`config.mk`:
```
export PLATFORM = sky130hd
export DESIGN_NAME = systolic_conv_array
export DESIGN_NICKNAME = d
export VERILOG_FILES = /design/src/rtl/systolic_pkg.sv /design/src/rtl/systolic_pe.sv /design/src/rtl/systolic_conv_array.sv
export SDC_FILE = /design/constraint.sdc
export NUM_CORES = 1
export LEC_CHECK = 0
export CAP_MARGIN = 15
export CORE_UTILIZATION = 45
export DETAILED_ROUTE_END_ITERATION = 6
export PLACE_DENSITY_LB_ADDON = 0.12
export SLEW_MARGIN = 10
export SYNTH_ARGS = -nofsm -noshare
export SYNTH_HDL_FRONTEND = slang
export SYNTH_SLANG_ARGS = --single-unit
```
`constraint.sdc`:
```
create_clock -name clk -period 8.95 [get_ports clk]
set_input_delay 1.79 -clock clk [delete_from_list [all_inputs] [get_ports clk]]
set_output_delay 1.79 -clock clk [all_outputs]
set_load 0.01 [all_outputs]
```
`src/rtl/systolic_pkg.sv`:
```
// Shared constants, sequencer states and small helpers for the systolic
// 2x2-output / 3x3-filter correlation core.
package systolic_pkg;

  localparam int DATA_W = 8;
  localparam int ACC_W  = 20;
  localparam int IMG_N  = 4;
  localparam int FLT_N  = 3;
  localparam int OUT_N  = 2;

  typedef enum logic [1:0] {
    IDLE = 2'd0,
    RUN  = 2'd1,
    DONE = 2'd2
  } seq_state_e;

  // Results are the sum modulo 256, i.e. the low data-width bits.
  function automatic logic [DATA_W-1:0] acc_to_out(input logic [ACC_W-1:0] acc);
    return acc[DATA_W-1:0];
  endfunction

endpackage

```
`src/rtl/systolic_pe.sv`:
```
// One multiply-accumulate cell. Operands are forwarded through registers so
// neighbouring cells can receive them one cycle later. The sum port exposes
// the value the accumulator takes on the next edge, so a result can be
// captured on the same edge as its final product.
module systolic_pe
  import systolic_pkg::*;
(
  input  logic              clk,
  input  logic              rst,
  input  logic              en,
  input  logic              clr,
  input  logic [DATA_W-1:0] a_in,
  input  logic [DATA_W-1:0] b_in,
  output logic [DATA_W-1:0] a_out,
  output logic [DATA_W-1:0] b_out,
  output logic [ACC_W-1:0]  acc,
  output logic [ACC_W-1:0]  sum
);

  logic [2*DATA_W-1:0] prod_s;
  logic [ACC_W-1:0]    base_s;
  logic [ACC_W-1:0]    addend_s;
  logic [ACC_W-1:0]    acc_r;
  logic [DATA_W-1:0]   a_fwd_r;
  logic [DATA_W-1:0]   b_fwd_r;

  assign prod_s = {{DATA_W{1'b0}}, a_in} * {{DATA_W{1'b0}}, b_in};

  // Next accumulator value: clear drops the old sum, enable adds the product.
  always_comb begin
    base_s   = acc_r;
    addend_s = {ACC_W{1'b0}};
    if (clr) begin
      base_s = {ACC_W{1'b0}};
    end else begin
      base_s = acc_r;
    end
    if (en) begin
      addend_s = {{(ACC_W-2*DATA_W){1'b0}}, prod_s};
    end else begin
      addend_s = {ACC_W{1'b0}};
    end
    sum = base_s + addend_s;
  end

  // Accumulator and systolic forwarding registers.
  always_ff @(posedge clk or negedge rst) begin
    if (!rst) begin
      acc_r   <= {ACC_W{1'b0}};
      a_fwd_r <= {DATA_W{1'b0}};
      b_fwd_r <= {DATA_W{1'b0}};
    end else begin
      acc_r   <= sum;
      a_fwd_r <= a_in;
      b_fwd_r <= b_in;
    end
  end

  assign acc   = acc_r;
  assign a_out = a_fwd_r;
  assign b_out = b_fwd_r;

endmodule

```
`src/rtl/systolic_conv_array.sv`:
```
// 2x2 valid correlation of a 4x4 image with a 3x3 filter on a PxP array of
// MAC cells. P=1 time-multiplexes one cell, P=2 is output-stationary with
// skewed filter forwarding, anything else builds the 3x3 weight-stationary
// array with pipelined row and column sums. The run starts on reset release
// and the results then hold until the next reset.
module systolic_conv_array
  import systolic_pkg::*;
#(
  parameter int P = 3
) (
  input  logic       clk,
  input  logic       rst,
  input  logic [7:0] i00, i01, i02, i03,
  input  logic [7:0] i10, i11, i12, i13,
  input  logic [7:0] i20, i21, i22, i23,
  input  logic [7:0] i30, i31, i32, i33,
  input  logic [7:0] f00, f01, f02,
  input  logic [7:0] f10, f11, f12,
  input  logic [7:0] f20, f21, f22,
  output logic [7:0] o00, o01, o10, o11
);

  logic [DATA_W-1:0] img_s [IMG_N][IMG_N];
  logic [DATA_W-1:0] flt_s [FLT_N][FLT_N];
  logic [DATA_W-1:0] out_r [OUT_N*OUT_N];
  seq_state_e        state_r;
  seq_state_e        next_state_s;
  logic              finish_s;
  logic              active_s;

  assign img_s[0][0] = i00; assign img_s[0][1] = i01; assign img_s[0][2] = i02; assign img_s[0][3] = i03;
  assign img_s[1][0] = i10; assign img_s[1][1] = i11; assign img_s[1][2] = i12; assign img_s[1][3] = i13;
  assign img_s[2][0] = i20; assign img_s[2][1] = i21; assign img_s[2][2] = i22; assign img_s[2][3] = i23;
  assign img_s[3][0] = i30; assign img_s[3][1] = i31; assign img_s[3][2] = i32; assign img_s[3][3] = i33;
  assign flt_s[0][0] = f00; assign flt_s[0][1] = f01; assign flt_s[0][2] = f02;
  assign flt_s[1][0] = f10; assign flt_s[1][1] = f11; assign flt_s[1][2] = f12;
  assign flt_s[2][0] = f20; assign flt_s[2][1] = f21; assign flt_s[2][2] = f22;

  assign o00 = out_r[0];
  assign o01 = out_r[1];
  assign o10 = out_r[2];
  assign o11 = out_r[3];

  // The datapath works on every edge until the last result is written.
  assign active_s = (state_r != DONE) ? 1'b1 : 1'b0;

  // Sequencer state register.
  always_ff @(posedge clk or negedge rst) begin
    if (!rst) begin
      state_r <= IDLE;
    end else begin
      state_r <= next_state_s;
    end
  end

  // Sequencer next state: leave IDLE on the first edge, finish on the last write.
  always_comb begin
    next_state_s = state_r;
    case (state_r)
      IDLE: next_state_s = RUN;
      RUN: begin
        if (finish_s) begin
          next_state_s = DONE;
        end else begin
          next_state_s = RUN;
        end
      end
      DONE:    next_state_s = DONE;
      default: next_state_s = IDLE;
    endcase
  end

  if (P == 1) begin : g_p1
    logic [1:0]        tap_row_r, tap_col_r, win_r;
    logic [1:0]        row_idx_s, col_idx_s;
    logic              tap_first_s, tap_last_s;
    logic [DATA_W-1:0] px_s, wt_s, unused_a_s, unused_b_s;
    logic [ACC_W-1:0]  sum_s, unused_acc_s;

    assign row_idx_s   = {1'b0, win_r[1]} + tap_row_r;
    assign col_idx_s   = {1'b0, win_r[0]} + tap_col_r;
    assign px_s        = img_s[row_idx_s][col_idx_s];
    assign wt_s        = flt_s[tap_row_r][tap_col_r];
    assign tap_first_s = (tap_row_r == 2'd0) && (tap_col_r == 2'd0);
    assign tap_last_s  = (tap_row_r == 2'd2) && (tap_col_r == 2'd2);
    assign finish_s    = active_s && tap_last_s && (win_r == 2'd3);

    systolic_pe u_pe (
      .clk   (clk),
      .rst   (rst),
      .en    (active_s),
      .clr   (tap_first_s),
      .a_in  (px_s),
      .b_in  (wt_s),
      .a_out (unused_a_s),
      .b_out (unused_b_s),
      .acc   (unused_acc_s),
      .sum   (sum_s)
    );

    // Row-major tap walk inside each window, windows in o00..o11 order.
    always_ff @(posedge clk or negedge rst) begin
      if (!rst) begin
        tap_row_r <= 2'd0;
        tap_col_r <= 2'd0;
        win_r     <= 2'd0;
      end else if (active_s) begin
        if (tap_col_r == 2'd2) begin
          tap_col_r <= 2'd0;
          if (tap_row_r == 2'd2) begin
            tap_row_r <= 2'd0;
            win_r     <= win_r + 2'd1;
          end else begin
            tap_row_r <= tap_row_r + 2'd1;
          end
        end else begin
          tap_col_r <= tap_col_r + 2'd1;
        end
      end
    end

    // Capture the finished sum of the current window on its ninth tap.
    always_ff @(posedge clk or negedge rst) begin
      if (!rst) begin
        for (int k = 0; k < OUT_N*OUT_N; k++) out_r[k] <= 8'd0;
      end else if (active_s && tap_last_s) begin
        out_r[win_r] <= acc_to_out(sum_s);
      end
    end

  end else if (P == 2) begin : g_p2
    logic [1:0]        tap_row_r, tap_col_r;
    logic              feed_r, feed_s;
    logic [1:0]        row_d1_r, row_d2_r, col_d1_r, col_d2_r;
    logic              v_d1_r, v_d2_r;
    logic [1:0]        pipe_row_s [3];
    logic [1:0]        pipe_col_s [3];
    logic              pipe_v_s   [3];
    logic [DATA_W-1:0] w_fwd_s [OUT_N][OUT_N];
    logic [ACC_W-1:0]  sum_all_s [OUT_N*OUT_N];
    logic [3:0]        wr_s;

    assign feed_s = feed_r && active_s;
    assign pipe_row_s[0] = tap_row_r; assign pipe_row_s[1] = row_d1_r; assign pipe_row_s[2] = row_d2_r;
    assign pipe_col_s[0] = tap_col_r; assign pipe_col_s[1] = col_d1_r; assign pipe_col_s[2] = col_d2_r;
    assign pipe_v_s[0]   = feed_s;    assign pipe_v_s[1]   = v_d1_r;   assign pipe_v_s[2]   = v_d2_r;
    assign finish_s = wr_s[3];

    for (genvar r = 0; r < OUT_N; r++) begin : g_row
      for (genvar c = 0; c < OUT_N; c++) begin : g_col
        localparam int D = r + c;
        logic [DATA_W-1:0] w_in_s, px_s, a_fwd_s;
        logic [1:0]        pr_s, pc_s;
        logic              first_s;
        logic [ACC_W-1:0]  acc_s;
        logic              unused_s;

        // Filter taps enter at PE(0,0) and ripple right and down, one edge per hop.
        if (r == 0 && c == 0) begin : g_src
          assign w_in_s = flt_s[tap_row_r][tap_col_r];
        end else if (r == 0) begin : g_left
          assign w_in_s = w_fwd_s[0][c-1];
        end else begin : g_up
          assign w_in_s = w_fwd_s[r-1][c];
        end

        assign pr_s    = pipe_row_s[D] + 2'(r);
        assign pc_s    = pipe_col_s[D] + 2'(c);
        assign px_s    = img_s[pr_s][pc_s];
        assign first_s = (pipe_row_s[D] == 2'd0) && (pipe_col_s[D] == 2'd0);
        assign wr_s[r*OUT_N+c] = pipe_v_s[D] && (pipe_row_s[D] == 2'd2) && (pipe_col_s[D] == 2'd2);
        assign unused_s = ^{a_fwd_s, acc_s, w_fwd_s[r][c]};

        systolic_pe u_pe (
          .clk   (clk),
          .rst   (rst),
          .en    (pipe_v_s[D]),
          .clr   (pipe_v_s[D] && first_s),
          .a_in  (px_s),
          .b_in  (w_in_s),
          .a_out (a_fwd_s),
          .b_out (w_fwd_s[r][c]),
          .acc   (acc_s),
          .sum   (sum_all_s[r*OUT_N+c])
        );
      end
    end

    // Nine-tap feed for PE(0,0); the other cells see it through the skew pipe.
    always_ff @(posedge clk or negedge rst) begin
      if (!rst) begin
        tap_row_r <= 2'd0;
        tap_col_r <= 2'd0;
        feed_r    <= 1'b1;
      end else if (feed_s) begin
        if (tap_col_r == 2'd2) begin
          tap_col_r <= 2'd0;
          if (tap_row_r == 2'd2) begin
            tap_row_r <= 2'd0;
            feed_r    <= 1'b0;
          end else begin
            tap_row_r <= tap_row_r + 2'd1;
          end
        end else begin
          tap_col_r <= tap_col_r + 2'd1;
        end
      end
    end

    // Skew pipe delaying tap position and valid by one and two edges.
    always_ff @(posedge clk or negedge rst) begin
      if (!rst) begin
        row_d1_r <= 2'd0; row_d2_r <= 2'd0;
        col_d1_r <= 2'd0; col_d2_r <= 2'd0;
        v_d1_r   <= 1'b0; v_d2_r   <= 1'b0;
      end else begin
        row_d1_r <= tap_row_r; row_d2_r <= row_d1_r;
        col_d1_r <= tap_col_r; col_d2_r <= col_d1_r;
        v_d1_r   <= feed_s;    v_d2_r   <= v_d1_r;
      end
    end

    // Each cell's result is captured on the edge of its last tap.
    always_ff @(posedge clk or negedge rst) begin
      if (!rst) begin
        for (int k = 0; k < OUT_N*OUT_N; k++) out_r[k] <= 8'd0;
      end else begin
        for (int k = 0; k < OUT_N*OUT_N; k++) begin
          if (wr_s[k]) out_r[k] <= acc_to_out(sum_all_s[k]);
        end
      end
    end

  end else begin : g_p3
    logic [1:0]       win_r, pw_r, rw_r;
    logic             feed_r, feed_s, pv_r, rv_r;
    logic [1:0]       wrow_s, wcol_s;
    logic [ACC_W-1:0] prod_s [FLT_N][FLT_N];
    logic [ACC_W-1:0] rs_r [FLT_N];
    logic [ACC_W-1:0] col_sum_s;

    assign feed_s    = feed_r && active_s;
    assign wrow_s    = {1'b0, win_r[1]};
    assign wcol_s    = {1'b0, win_r[0]};
    assign col_sum_s = rs_r[0] + rs_r[1] + rs_r[2];
    assign finish_s  = rv_r && (rw_r == 2'd3);

    for (genvar a = 0; a < FLT_N; a++) begin : g_row
      for (genvar b = 0; b < FLT_N; b++) begin : g_col
        logic [DATA_W-1:0] px_s, a_fwd_s, b_fwd_s;
        logic [1:0]        pr_s, pc_s;
        logic [ACC_W-1:0]  sum_s;
        logic              unused_s;

        assign pr_s     = wrow_s + 2'(a);
        assign pc_s     = wcol_s + 2'(b);
        assign px_s     = img_s[pr_s][pc_s];
        assign unused_s = ^{a_fwd_s, b_fwd_s, sum_s};

        // Cell holds its filter tap and reloads the product every window.
        systolic_pe u_pe (
          .clk   (clk),
          .rst   (rst),
          .en    (feed_s),
          .clr   (1'b1),
          .a_in  (px_s),
          .b_in  (flt_s[a][b]),
          .a_out (a_fwd_s),
          .b_out (b_fwd_s),
          .acc   (prod_s[a][b]),
          .sum   (sum_s)
        );
      end
    end

    // One window enters per edge, o00 first.
    always_ff @(posedge clk or negedge rst) begin
      if (!rst) begin
        win_r  <= 2'd0;
        feed_r <= 1'b1;
      end else if (feed_s) begin
        win_r <= win_r + 2'd1;
        if (win_r == 2'd3) feed_r <= 1'b0;
      end
    end

    // Row-sum stage plus valid/window tags for the product and row-sum stages.
    always_ff @(posedge clk or negedge rst) begin
      if (!rst) begin
        pv_r <= 1'b0; pw_r <= 2'd0;
        rv_r <= 1'b0; rw_r <= 2'd0;
        for (int k = 0; k < FLT_N; k++) rs_r[k] <= {ACC_W{1'b0}};
      end else begin
        pv_r <= feed_s; pw_r <= win_r;
        rv_r <= pv_r;   rw_r <= pw_r;
        for (int k = 0; k < FLT_N; k++) rs_r[k] <= prod_s[k][0] + prod_s[k][1] + prod_s[k][2];
      end
    end

    // Column sum of the row sums is written to the window's output.
    always_ff @(posedge clk or negedge rst) begin
      if (!rst) begin
        for (int k = 0; k < OUT_N*OUT_N; k++) out_r[k] <= 8'd0;
      end else if (rv_r) begin
        out_r[rw_r] <= acc_to_out(col_sum_s);
      end
    end
  end

endmodule

```
==> results_dict.tcl <==
set metrics [dict create \
    synth-seq-cells 139 \
    port-buffer-count 233 \
    ios 234 \
    met1_usage 0.312 \
    placedCellCount 2159 \
    power.switching_uw 790 \
    fp.dieH_um 189 \
    first_iter_violations 504 \
    drv_slew 0 \
    setup_viol 0 \
    layout_commonest_cell "inv_1" \
    start_util 0.457 \
    max_freq_ghz 0.169 \
    synthAdderAreaFrac 0.313 \
    synth_top_cell_by_area "dfrtp_1" \
    power.leakage_nw 9.34 \
    post_cts_resize_count 0 \
    rows 68 \
    cp_max_fo 5 \
    top_usage_layer "met2" \
    p_int_mw 1.60 \
    wl_per_cell_um 18.2 \
    ant_nets 0 \
    ys_seq_area_frac 0.221 \
    ir_worst_vdd_uv 114 \
    diodes 0 \
    htree_num_levels 4 \
    synth-compound-area-share 0.0352 \
    via_count 11100 \
    synth-simple-area-share 0.142 \
    pre_cts_ws_ns 2.60 \
    remaining_drc_errors 0 \
    antenna_found_initial 0 \
    wirelength_um 40000 \
    grt_pass1_vias 11500 \
    worst_slew_pin_slew_ns 1.07 \
    cp.required_ns 9.23 \
    cts.sink_count 139 \
    cts_setup_buffers 0 \
    grt_use_met2 0.392 \
    setup_tns_ns 0 \
    gp_congestion 0.902 \
    worst_ep_arrival_time_ns 6.19 \
    power_frac_seq 0.263 \
    cts_tree "done" \
    hpwlAfterDp_um 33700 \
    fin_crit_sh 0.660 \
    cap_violations 0 \
    p_comb_frac 0.436 \
    clk_pin_slew_ns 0.07 \
    swShare 0.331 \
    skew_ns 0.00834 \
    syn_area_per_cell_um2 10.5 \
    setup_ws_ns 3.04 \
    synth_top_family_by_area "adder cells" \
    synth-xor-area-share 0.105 \
    power.clock.fraction 0.300 \
    firstDrtPassIters 4 \
    synthCells 1501 \
    cts.path.max_buffers 2 \
    slew_headroom 0.286 \
    synthTopCellsByArea "dfrtp_1, fa_1, ha_1, mux4_2, xnor2_1" \
    cts_buffers 17 \
    drive_gt1_frac 0.0697 \
    synth_area_mm2 0.0157 \
    grt_pass1_wl_um 63300 \
    synth.net_count 2012 \
    yosys_warnings 0 \
    hold_path.class "register to register" \
    outcome "complete, no violations" \
    dieWidth_um 189 \
    critPathKind "input pin to register" \
    grt_max_degree 94 \
    cp-end-kind "register" \
    syn2layout_area_growth_pct 21.0 \
    p_per_area_mw_per_mm2 125 \
    yosys.cell_types.count 36 \
    clockRootBuffer "clkbuf_16" \
    avgViaCountPerCell 5.07 \
    dieArea_mm2 0.0357 \
    hold_buffers 0 \
    synth_mux_area_frac 0.111 \
    core-area_mm2 0.0345 \
    grt_usage 0.231 \
    grt_overflow 0 \
    final_cell_mix "inv_1, clkdlybuf4s50_1, nand2_1" \
    start_kind "input pin" \
    fin_nets 2234 \
    met3_usage 0.0324 \
    rsz0062_at_grt "no" \
    fin_crit_ns 5.91 \
    clk_latency_ns 0.42 \
    final_cells 2191 \
    yosys.area.top_type_share 0.220 \
    finalHoldViolCount 0 \
]
-- critical path: stages --
cell	delay, ns
clkdlybuf4s50_1	0.57
mux4_2	0.64
and2_1	0.23
fa_1	0.46
ha_1	0.33
fa_1	0.49
inv_1	0.05
fa_1	0.48
inv_1	0.04
ha_1	0.30
a21oi_1	0.20
xnor3_1	0.36
xnor3_1	0.20
nor2_1	0.04
-- registers in the layout, summed over array words and instances (netlist names) --
name,count
g_p3.rw_r,2
g_p3.rs_r,24
o01,8
g_p3.pw_r,2
o11,8
state_r,2
g_p3.win_r,2
g_p3.rv_r,1
g_p3.feed_r,1
o00,8
g_p3.pv_r,1
g_p3.g_row.g_col.u_pe.acc,72
o10,8
-- power groups by stage --
stage / registers [mW] / clock network [mW] / logic, mW
finish: 0.628 / 0.717 / 1.04
global route: 0.628 / 0.762 / 1.17
global placement: 0.640 / 0 / 1.03
CTS: 0.628 / 0.732 / 1.05
detailed placement: 0.640 / 0 / 1.04
floorplan: 0.640 / 0 / 0.740
-- final timing paths --
kind / startpoint / slack [ns] / to / depth (start not counted)
setup / recovery: i11[3] / 3.04 / g_p3.g_row[1].g_col[1].u_pe.acc[7]$_DFF_PN0_ / 14
min in group asynchronous: rst / 1.44 / o01[7]$_DFFE_PN0P_ / 1
setup reg to reg: g_p3.win_r[0]$_DFFE_PN0P_ / 3.32 / g_p3.g_row[1].g_col[1].u_pe.acc[7]$_DFF_PN0_ / 15
hold / removal: g_p3.pv_r$_DFF_PN0_ / 0.35 / g_p3.rv_r$_DFF_PN0_ / 0
max in group asynchronous: rst / 6.45 / g_p3.g_row[0].g_col[0].u_pe.acc[0]$_DFF_PN0_ / 2
hold reg to reg: g_p3.pv_r$_DFF_PN0_ / 0.35 / g_p3.rv_r$_DFF_PN0_ / 0
-- per-stage QoR --
stage               instance area, um2  total power, mW   util  hold slack (ns)
CTS                              19000             2.41  0.552            0.350
finish                           19000             2.39  0.552            0.349
detailed placement               18400             1.68  0.535            0.336
global route                     19000             2.56  0.552            0.353
global placement                 18400             1.67  0.535            0.335
floorplan                        15700             1.38      -            0.331
-- per-layer routing --
metal  vias up  wire length (um)
met2       266             19900
met5         -                 0
met4         0               816
li1       5279                 -
met3        32              1580
met1      5525             17700
-- final cells by class --
type | count | area (um2)
inverter | 244 | 916
tap | 455 | 569
timing repair buffer | 235 | 2350
fill | 3059 | 15400
sequential | 139 | 3490
clock inverter | 15 | 180
multi-input combinational | 1086 | 11100
clock buffer | 17 | 425
-- Yosys cell counts, drive strengths merged --
master    n
or3b      1
a21boi    3
inv     244
dfrtp   138
nand2b    9
mux2      8
xnor2   112
and3     39
dfstp     1
xnor3    17
a21oi    29
clkbuf   15
xor2     26
nor2b    28
nor2     38
o21ai    38
and2    135
nand3     2
fa      140
buf      17
a21o     22
nand4     1
mux2i     8
nor3b     2
ha      169
nand3b    2
mux4     68
nand2   185
o31ai     4
-- cells by family after synthesis --
group / after synthesis
AO/OA/AOI/OAI: 96
XOR/XNOR: 155
adder cells (fa/ha/maj): 309
buffers and inverters: 276
flip-flops: 139
multiplexers: 84
AND/OR/NAND/NOR: 442
Note: power is estimated with default switching activity, not from simulation.
